## config.mk

```make
export PLATFORM = sky130hd
export DESIGN_NAME = viterbi_ctrl
export DESIGN_NICKNAME = d
export VERILOG_FILES = /design/src/rtl/viterbi_ctrl.sv
export SDC_FILE = /design/constraint.sdc
export NUM_CORES = 1
export LEC_CHECK = 0
export ABC_AREA = 1
export CORE_ASPECT_RATIO = 0.8
export CORE_UTILIZATION = 30
export CTS_CLUSTER_DIAMETER = 120
export DETAILED_ROUTE_END_ITERATION = 10
export GPL_ROUTABILITY_DRIVEN = 0
export SYNTH_ARGS = -nofsm -noshare
export SYNTH_HDL_FRONTEND = slang
export SYNTH_SLANG_ARGS = --single-unit
```

## constraint.sdc

```tcl
create_clock -name clk -period 3.65 [get_ports clk]
set_input_delay 0.73 -clock clk [delete_from_list [all_inputs] [get_ports clk]]
set_output_delay 0.73 -clock clk [all_outputs]
set_load 0.02 [all_outputs]
```

## src/rtl/viterbi_ctrl.sv

```systemverilog
// Frame sequencer for a rate-1/2 Viterbi datapath: forward ACS pass, survivor traceback,
// and in-order re-emission of the reversed traceback bits through a valid/ready port.
module viterbi_ctrl #(
    parameter int FRAME_LEN = 8,
    parameter int ADDR_W    = 3
) (
    input  logic              clk,
    input  logic              rst,
    input  logic              in_valid,
    output logic              in_ready,
    input  logic [1:0]        rx_pair,
    output logic [1:0]        bmc_pair,
    output logic              acs_en,
    output logic              acs_init,
    output logic              mem_wr,
    output logic [ADDR_W-1:0] mem_addr,
    output logic              tb_en,
    output logic              tb_start,
    input  logic              tb_bit,
    output logic              out_valid,
    input  logic              out_ready,
    output logic              out_bit,
    output logic              busy,
    output logic              frame_done
);

    typedef enum logic [2:0] {
        S_IDLE   = 3'd0,
        S_FWD    = 3'd1,
        S_TB     = 3'd2,
        S_TB_CAP = 3'd3,
        S_DRAIN  = 3'd4
    } state_t;

    localparam logic [ADDR_W:0]   LP_LEN  = (ADDR_W + 1)'(FRAME_LEN);
    localparam logic [ADDR_W-1:0] LP_LAST = ADDR_W'(FRAME_LEN - 1);
    localparam logic [ADDR_W-1:0] LP_ZERO = ADDR_W'(0);
    localparam logic [ADDR_W-1:0] LP_ONE  = ADDR_W'(1);

    state_t            r_state;
    logic [ADDR_W:0]   r_sym_cnt;
    logic [ADDR_W-1:0] r_rd_cnt;
    logic [1:0]        r_bmc_pair;
    logic              r_acs_en;
    logic              r_acs_init;
    logic              r_mem_wr;
    logic [ADDR_W-1:0] r_mem_addr;
    logic              r_tb_en;
    logic              r_tb_start;
    logic              r_out_valid;
    logic              r_out_bit;
    logic              r_frame_done;
    logic              r_cap_vld;
    logic [ADDR_W-1:0] r_cap_addr;
    logic              r_buf [0:(1 << ADDR_W) - 1];

    logic              w_in_ready;
    logic              w_accept;
    logic [ADDR_W-1:0] w_rd_next;

    assign w_in_ready = (r_state == S_IDLE) || ((r_state == S_FWD) && (r_sym_cnt < LP_LEN));
    assign w_accept   = in_valid & w_in_ready;
    assign w_rd_next  = r_rd_cnt + LP_ONE;

    // Frame sequencer: forward pass, countdown traceback, capture slot and output drain.
    always_ff @(posedge clk or negedge rst) begin
        if (!rst) begin
            r_state      <= S_IDLE;
            r_sym_cnt    <= '0;
            r_rd_cnt     <= '0;
            r_bmc_pair   <= 2'b00;
            r_acs_en     <= 1'b0;
            r_acs_init   <= 1'b0;
            r_mem_wr     <= 1'b0;
            r_mem_addr   <= '0;
            r_tb_en      <= 1'b0;
            r_tb_start   <= 1'b0;
            r_out_valid  <= 1'b0;
            r_out_bit    <= 1'b0;
            r_frame_done <= 1'b0;
            r_cap_vld    <= 1'b0;
            r_cap_addr   <= '0;
        end else begin
            r_acs_en     <= 1'b0;
            r_acs_init   <= 1'b0;
            r_mem_wr     <= 1'b0;
            r_frame_done <= 1'b0;
            // Traceback bits trail their address by one cycle.
            r_cap_vld    <= r_tb_en;
            r_cap_addr   <= r_mem_addr;
            case (r_state)
                S_IDLE: begin
                    if (w_accept) begin
                        r_bmc_pair <= rx_pair;
                        r_acs_en   <= 1'b1;
                        r_acs_init <= 1'b1;
                        r_mem_wr   <= 1'b1;
                        r_mem_addr <= LP_ZERO;
                        r_sym_cnt  <= (ADDR_W + 1)'(1);
                        r_state    <= S_FWD;
                    end else begin
                        r_state <= S_IDLE;
                    end
                end
                S_FWD: begin
                    if (r_sym_cnt == LP_LEN) begin
                        r_tb_en    <= 1'b1;
                        r_tb_start <= 1'b1;
                        r_mem_addr <= LP_LAST;
                        r_state    <= S_TB;
                    end else if (w_accept) begin
                        r_bmc_pair <= rx_pair;
                        r_acs_en   <= 1'b1;
                        r_acs_init <= (r_sym_cnt == (ADDR_W + 1)'(0));
                        r_mem_wr   <= 1'b1;
                        r_mem_addr <= r_sym_cnt[ADDR_W-1:0];
                        r_sym_cnt  <= r_sym_cnt + (ADDR_W + 1)'(1);
                    end else begin
                        r_state <= S_FWD;
                    end
                end
                S_TB: begin
                    r_tb_start <= 1'b0;
                    if (r_mem_addr == LP_ZERO) begin
                        r_tb_en <= 1'b0;
                        r_state <= S_TB_CAP;
                    end else begin
                        r_mem_addr <= r_mem_addr - LP_ONE;
                    end
                end
                S_TB_CAP: begin
                    // The bit landing now belongs to address 0, so present it directly.
                    r_out_valid <= 1'b1;
                    r_out_bit   <= tb_bit;
                    r_rd_cnt    <= LP_ZERO;
                    r_state     <= S_DRAIN;
                end
                S_DRAIN: begin
                    if (out_ready) begin
                        if (r_rd_cnt == LP_LAST) begin
                            r_out_valid  <= 1'b0;
                            r_out_bit    <= 1'b0;
                            r_frame_done <= 1'b1;
                            r_rd_cnt     <= LP_ZERO;
                            r_sym_cnt    <= '0;
                            r_mem_addr   <= LP_ZERO;
                            r_state      <= S_IDLE;
                        end else begin
                            r_rd_cnt  <= w_rd_next;
                            r_out_bit <= r_buf[w_rd_next];
                        end
                    end else begin
                        r_state <= S_DRAIN;
                    end
                end
                default: begin
                    r_state     <= S_IDLE;
                    r_tb_en     <= 1'b0;
                    r_tb_start  <= 1'b0;
                    r_out_valid <= 1'b0;
                    r_sym_cnt   <= '0;
                    r_rd_cnt    <= '0;
                end
            endcase
        end
    end

    // Frame buffer: contents are don't-care after reset, so no reset term.
    always_ff @(posedge clk) begin
        if (r_cap_vld) begin
            r_buf[r_cap_addr] <= tb_bit;
        end
    end

    assign in_ready   = w_in_ready;
    assign bmc_pair   = r_bmc_pair;
    assign acs_en     = r_acs_en;
    assign acs_init   = r_acs_init;
    assign mem_wr     = r_mem_wr;
    assign mem_addr   = r_mem_addr;
    assign tb_en      = r_tb_en;
    assign tb_start   = r_tb_start;
    assign out_valid  = r_out_valid;
    assign out_bit    = r_out_bit;
    assign busy       = (r_state != S_IDLE);
    assign frame_done = r_frame_done;

endmodule

```

==> metrics, run 1 <==
postcts setup bufs 0; Clock Tree Root clkbuf_8; number of synthesized flops with an enable pin 8; Yosys top cell area share 37.2%; FMAX 414 MHz; Final Cycle Share 66.2%; CTS tree done; initial antenna violation count 0; Crit Path Class flop to output port; actual slew at the worst max-slew pin 333 ps; drt drc 0; IO Count 22; Initial DRC Count 61; area of the core 5530 um^2; Area Overhead vs Synth 21.9%; leakage power 1.05 nW; final core utilization 38.6%; endpoints failing setup 0; top-count cell post-synth nand2_1; I/O Buffers 21; Mapped Area 1750 um^2; Yosys reg bits 34; iteration count of the initial detailed-routing pass 4; Final Skew 11.5 ps; outcome finished clean; post-synthesis instance total 213; Overflow after GRT 0; first-pass GRT wire length 5.85 mm; DP Worst Slack 1520 ps; die area 6140 um^2; Slew Limit Fails 0; pin count of the biggest net entering global routing 27; via/cell ratio 4.36; final WL 3.37 mm; Starting Density 31.7%; H-tree Lvls 2; number of diodes 0; R2R Path Start r_rd_cnt[0]; Most used DFF post-synth dfrtp_1; largest cells by area after synthesis dfrtp_1 37%, nand2_1 14%, edfxtp_1 14%, inv_1 6.9%, nand3_1 4.9%; crit path from r_state[0]; Slew HR 77.8%; RSZ-0062 raised after global routing false; DR WL/cell 10.6 um; Power Dens Cells 793 nW/um^2; Final Hold Vio Count 0; peak supply drop 0.000389 V; sequential-to-total area share from yosys stat 50.9%; Antenna Violating Nets Remaining 0; endpoint class of the critical path output port; CTS clk-pin slew, worst paths 70 ps; Tmin final 2420 ps; # rows 24; placed wire-length estimate 2.59 mm; crit start category flop; Vias 1387; Net Count, Synth 226; Data required, critical path 2920 ps; Die Height 70.3 um; critical path fanouts, max 8; vias in the first global route 1313; layout cells sized above 1 10.8%; setup TNS 0 ps; max-cap violation count 0; synth cell count leaders 65 x nand2_1, 32 x inv_1, 26 x dfrtp_1; yosys warns 0; Clk Latency, worst-skew pair 280 ps; nets 253; GRT Total Usage 12.5%; # fillers 591; HP Start mem_addr[1]; total CTS buffers 5; Num Clock Sinks 34; Avg Inst Size Synth 8.21 um^2; die width 87.4 um; asr flop ratio synth 76.5%; Clock Tree Buf Depth 2; Synth cell types 23; Post-CTS Resized 0; Setup WS post-layout 1230 ps; crit path DAT 1690 ps; area leader, netlist dfrtp_1; worst min-delay path class flop to flop; # hold bufs at CTS 0
[per-layer routing]
metal	GRT usage, %	vias up	part of all wire (%)	routed length (um)
met4	5.46	0	0.92	31
met1	17.9	641	53	1770
li1	-	720	-	-
met2	17.1	22	42	1420
met3	3.78	4	4.2	142
met5	0	-	0	0
[stage by stage]
step | hold WS, ps | power [mW] | instance area, um^2 | cells
global route | 466 | 1.84 | 2130 | 318
finish | 432 | 1.69 | 2130 | 318
detailed placement | 422 | 1.43 | 2050 | 311
global placement | 431 | 1.41 | 2050 | 311
CTS | 441 | 1.71 | 2130 | 318
floorplan | 434 | 1.17 | 1750 | 213
[area by class of cell]
| class | count | area, um^2 | area share [%] |
|---|---|---|---|
| Clock buffer | 7 | 86.3 | 4.05 |
| Sequential cell | 34 | 891 | 41.8 |
| Multi-Input combinational cell | 142 | 708 | 33.2 |
| Timing Repair Buffer | 22 | 218 | 10.2 |
| Tap cell | 78 | 97.6 | 4.58 |
| Inverter | 35 | 131 | 6.16 |
[critical path: stages (launching register included)]
cell	delay [ps]
dfrtp_1	500
inv_1	160
nand2_1	130
clkdlybuf4s50_1	610
[state kept, by name, indices dropped and copies added (netlist names)]
signal and flops:
out_bit 1, mem_wr 1, acs_init 1, frame_done 1
tb_start 1, mem_addr 3, r_state 3, bmc_pair 2
r_sym_cnt 4, r_rd_cnt 3, r_buf 8, r_cap_vld 1
tb_en 1, out_valid 1, r_cap_addr 3
[kinds of logic after synthesis]
family | count (synthesis) | share of synthesized area, %
buffers and inverters | 37 | 8.58
AOI/OAI and AO/OA | 22 | 6.37
xor gates and xnor gates | 1 | 0.501
adders and majority gates | 6 | 4.29
and+or+nand+nor | 113 | 29.3
DFF | 34 | 50.9
[layout by cell type (no fill, tap or decap), types with 3 or more instances in the layout]
cell type        Yosys  layout
nor2_4               3       3
clkdlybuf4s50_1      0      21
nor2_2               5       5
a21oi_1              3       3
nand3_1             17      17
edfxtp_1             8       8
nor2_1              13      13
nand2_2              5       5
ha_1                 6       6
o21ai_0             12      12
inv_1               32      32
dfrtp_1             26      26
nand2_1             65      65
clkbuf_8             0       6
o21ai_1              6       6
inv_2                3       3
[report_power, final]
group	switching (mW)	internal [mW]	leakage, nW	total, mW
Clock	0.129	0.150	0.0443	0.278
Combinational	0.474	0.326	0.599	0.800
Sequential	0.106	0.508	0.404	0.613
[final timing paths]
| kind | endpoint | slack (ps) | cells after the start |
|---|---|---|---|
| max in group asynchronous | r_cap_addr[2] | 2580 | 2 |
| setup reg to reg | mem_addr[1] | 2040 | 9 |
| hold reg to reg | r_cap_addr[1] | 430 | 0 |
| hold / removal | r_cap_addr[1] | 430 | 0 |
| min in group asynchronous | r_sym_cnt[1] | 810 | 2 |
| setup / recovery | busy | 1230 | 3 |
(Power assumes the default switching activity.)
==> inputs of run 2 (changes only) <==
==> constraint.sdc (replaced) <==
create_clock -name clk -period 2 [get_ports clk]
set_input_delay 0.4 -clock clk [delete_from_list [all_inputs] [get_ports clk]]
set_output_delay 0.4 -clock clk [all_outputs]
set_load 0.02 [all_outputs]
==> metrics, run 2 (synthesis gave the netlist of run 1 again) <==
Final Cycle Share 88.8%; actual slew at the worst max-slew pin 336 ps (was 333 ps); endpoints failing setup 0 (unchanged); Clock Tree Root clkbuf_8 (unchanged); Clk Latency, worst-skew pair 290 ps (was 280 ps); met1 GRT Util 18.6% (was 17.9%); Antenna Violating Nets Remaining 0 (unchanged); CTS tree done (unchanged); placed wire-length estimate 2.56 mm (was 2.59 mm); commonest non-fill, non-tap cell in the layout nand2_1 (unchanged); vias in the first global route 1282 (was 1313); leakage power 1.04 nW (was 1.05 nW); Tmin final 1780 ps; GRT met2 Usage 17.2% (was 17.1%); pin count of the biggest net entering global routing 27 (unchanged); iteration count of the initial detailed-routing pass 4 (unchanged); initial antenna violation count 0 (unchanged); crit path DAT 1380 ps (was 1690 ps); Die Height 70.3 um (unchanged); Largest register FFs 8 (unchanged); Overflow after GRT 0 (unchanged); Clock power frac 15.8% (was 16.4%); critical path fanouts, max 7 (was 8); Clock Tree Buf Depth 2 (unchanged); area of the core 5530 um^2 (unchanged); most frequent cells in the layout 65 x nand2_1, 32 x inv_1, 26 x dfrtp_1 (unchanged); max-cap violation count 0 (unchanged); total power draw 3.06 mW (was 1.69 mW); Final Hold Vio Count 0 (unchanged); via/cell ratio 4.36 (about the same); FMAX 563 MHz; Crit Path Class flop to output port (unchanged); outcome finished clean (unchanged); I/O Buffers 21 (unchanged); Net Sw Power 1.30 mW (was 708 uW); Biggest register r_buf (unchanged); busiest grt layer met1 (unchanged); die width 87.4 um (unchanged); Area Overhead vs Synth 21.8% (was 21.9%); final WL 3.40 mm (was 3.37 mm); Data required, critical path 1600 ps (was 2920 ps); H-tree Lvls 2 (unchanged); Regs by FF count r_buf x8, r_sym_cnt x4 (unchanged); Power Dens Cells 1440 nW/um^2 (was 793 nW/um^2); nets 254 (was 253); endpoint class of the critical path output port (unchanged); total CTS buffers 5 (unchanged); Sw Share 42.4% (was 41.9%); final core utilization 38.6% (about the same); RSZ-0062 raised after global routing false (unchanged); Initial DRC Count 57 (was 61); drt drc 0 (unchanged); GRT Total Usage 12.8% (was 12.5%); worst min-delay path class flop to flop (unchanged); IO Count 22 (unchanged); Num Clock Sinks 34 (unchanged); Final Skew 10.4 ps (was 11.5 ps); Vias 1394 (was 1387); Slew Limit Fails 0 (unchanged); share of power burned in registers 36.5% (was 36.3%); postcts setup bufs 0 (unchanged); layout cells sized above 1 10.7% (was 10.8%); Starting Density 31.7% (unchanged); die area 6140 um^2 (unchanged); Comb power frac 47.7% (was 47.3%); DR WL/cell 10.6 um (about the same); multi-input logic area 708 um^2 (unchanged); peak supply drop 0.000631 V (was 0.000389 V); CTS clk-pin slew, worst paths 70 ps (about the same); crit start category flop (unchanged); # fillers 584 (was 591); first-pass GRT wire length 5.87 mm (was 5.85 mm); number of diodes 0 (unchanged); Power Internal 1.76 mW (was 984 uW); Slew HR 77.6% (was 77.8%); FF/Latch Area 891 um^2 (unchanged); setup TNS 0 ps (unchanged); # rows 24 (unchanged); met3 Resource Use GR 4.96% (was 3.78%)
## run 2: cell count changes in the layout (fill, tap and decap cells not counted)
cell,previous run,this run
clkdlybuf4s50_1,21,19
buf_4,1,2
dlygate4sd2_1,0,2
clkbuf_1,1,3
clkbuf_8,6,5
## run 2: repair_timing
item | in CTS | in global routing
hold buffers | 0 | 0
endpoints found under the setup margin | 2 | 0
resized for setup | 2 | 0
endpoints found under the hold margin | 0 | 0
## run 2: through the flow
| stage | hold slack (ps) | setup WS (ps) | cells | cell area [um^2] |
|---|---|---|---|---|
| floorplan | 104 | 628 | 213 | 1750 |
| global placement | 432 | 259 | 312 | 2050 |
| detailed placement | 435 | 257 | 312 | 2050 |
| CTS | 464 | 214 | 320 | 2130 |
| global route | 486 | 146 | 320 | 2130 |
| finish | 462 | 225 | 320 | 2130 |
## run 2: layer usage
layer	up-vias	share of wire (%)	wire (um)
met2	25	41	1410
li1	723	-	-
met1	639	54	1840
met3	7	3.3	113
met4	0	1.3	45
met5	-	0	0
## run 2: power groups by stage
stage          clock network, mW  logic (mW)  registers [mW]
2_1_floorplan                  0       0.929            1.20
3_3_place_gp                   0        1.46            1.13
3_5_place_dp                   0        1.48            1.13
4_1_cts                    0.501        1.47            1.12
5_1_grt                    0.542        1.66            1.16
6_report                   0.482        1.46            1.12
## run 2: final timing paths
check | slack (ps) | cells after the start | startpoint | endpoint
hold reg to reg | 460 | 0 | tb_en | r_cap_vld
min in group asynchronous | 470 | 2 | rst | r_sym_cnt[1]
hold / removal | 460 | 0 | tb_en | r_cap_vld
max in group asynchronous | 1260 | 2 | rst | frame_done
setup / recovery | 220 | 3 | r_state[2] | busy
setup reg to reg | 370 | 9 | r_rd_cnt[0] | mem_addr[1]
## run 2: worst max-delay path, cell delays in order, from the launching register on
cell and delay (ps):
dfrtp_1 440, nor2_4 210, nand2_1 110, dlygate4sd2_1 330
## run 2: area by class of cell
| cell class | count | share of cell area (%) |
|---|---|---|
| Sequential cell | 34 | 41.8 |
| Multi-Input combinational cell | 142 | 33.2 |
| Timing Repair Buffer | 23 | 10.5 |
| Inverter | 35 | 6.17 |
| Tap cell | 78 | 4.58 |
| Clock buffer | 8 | 3.76 |
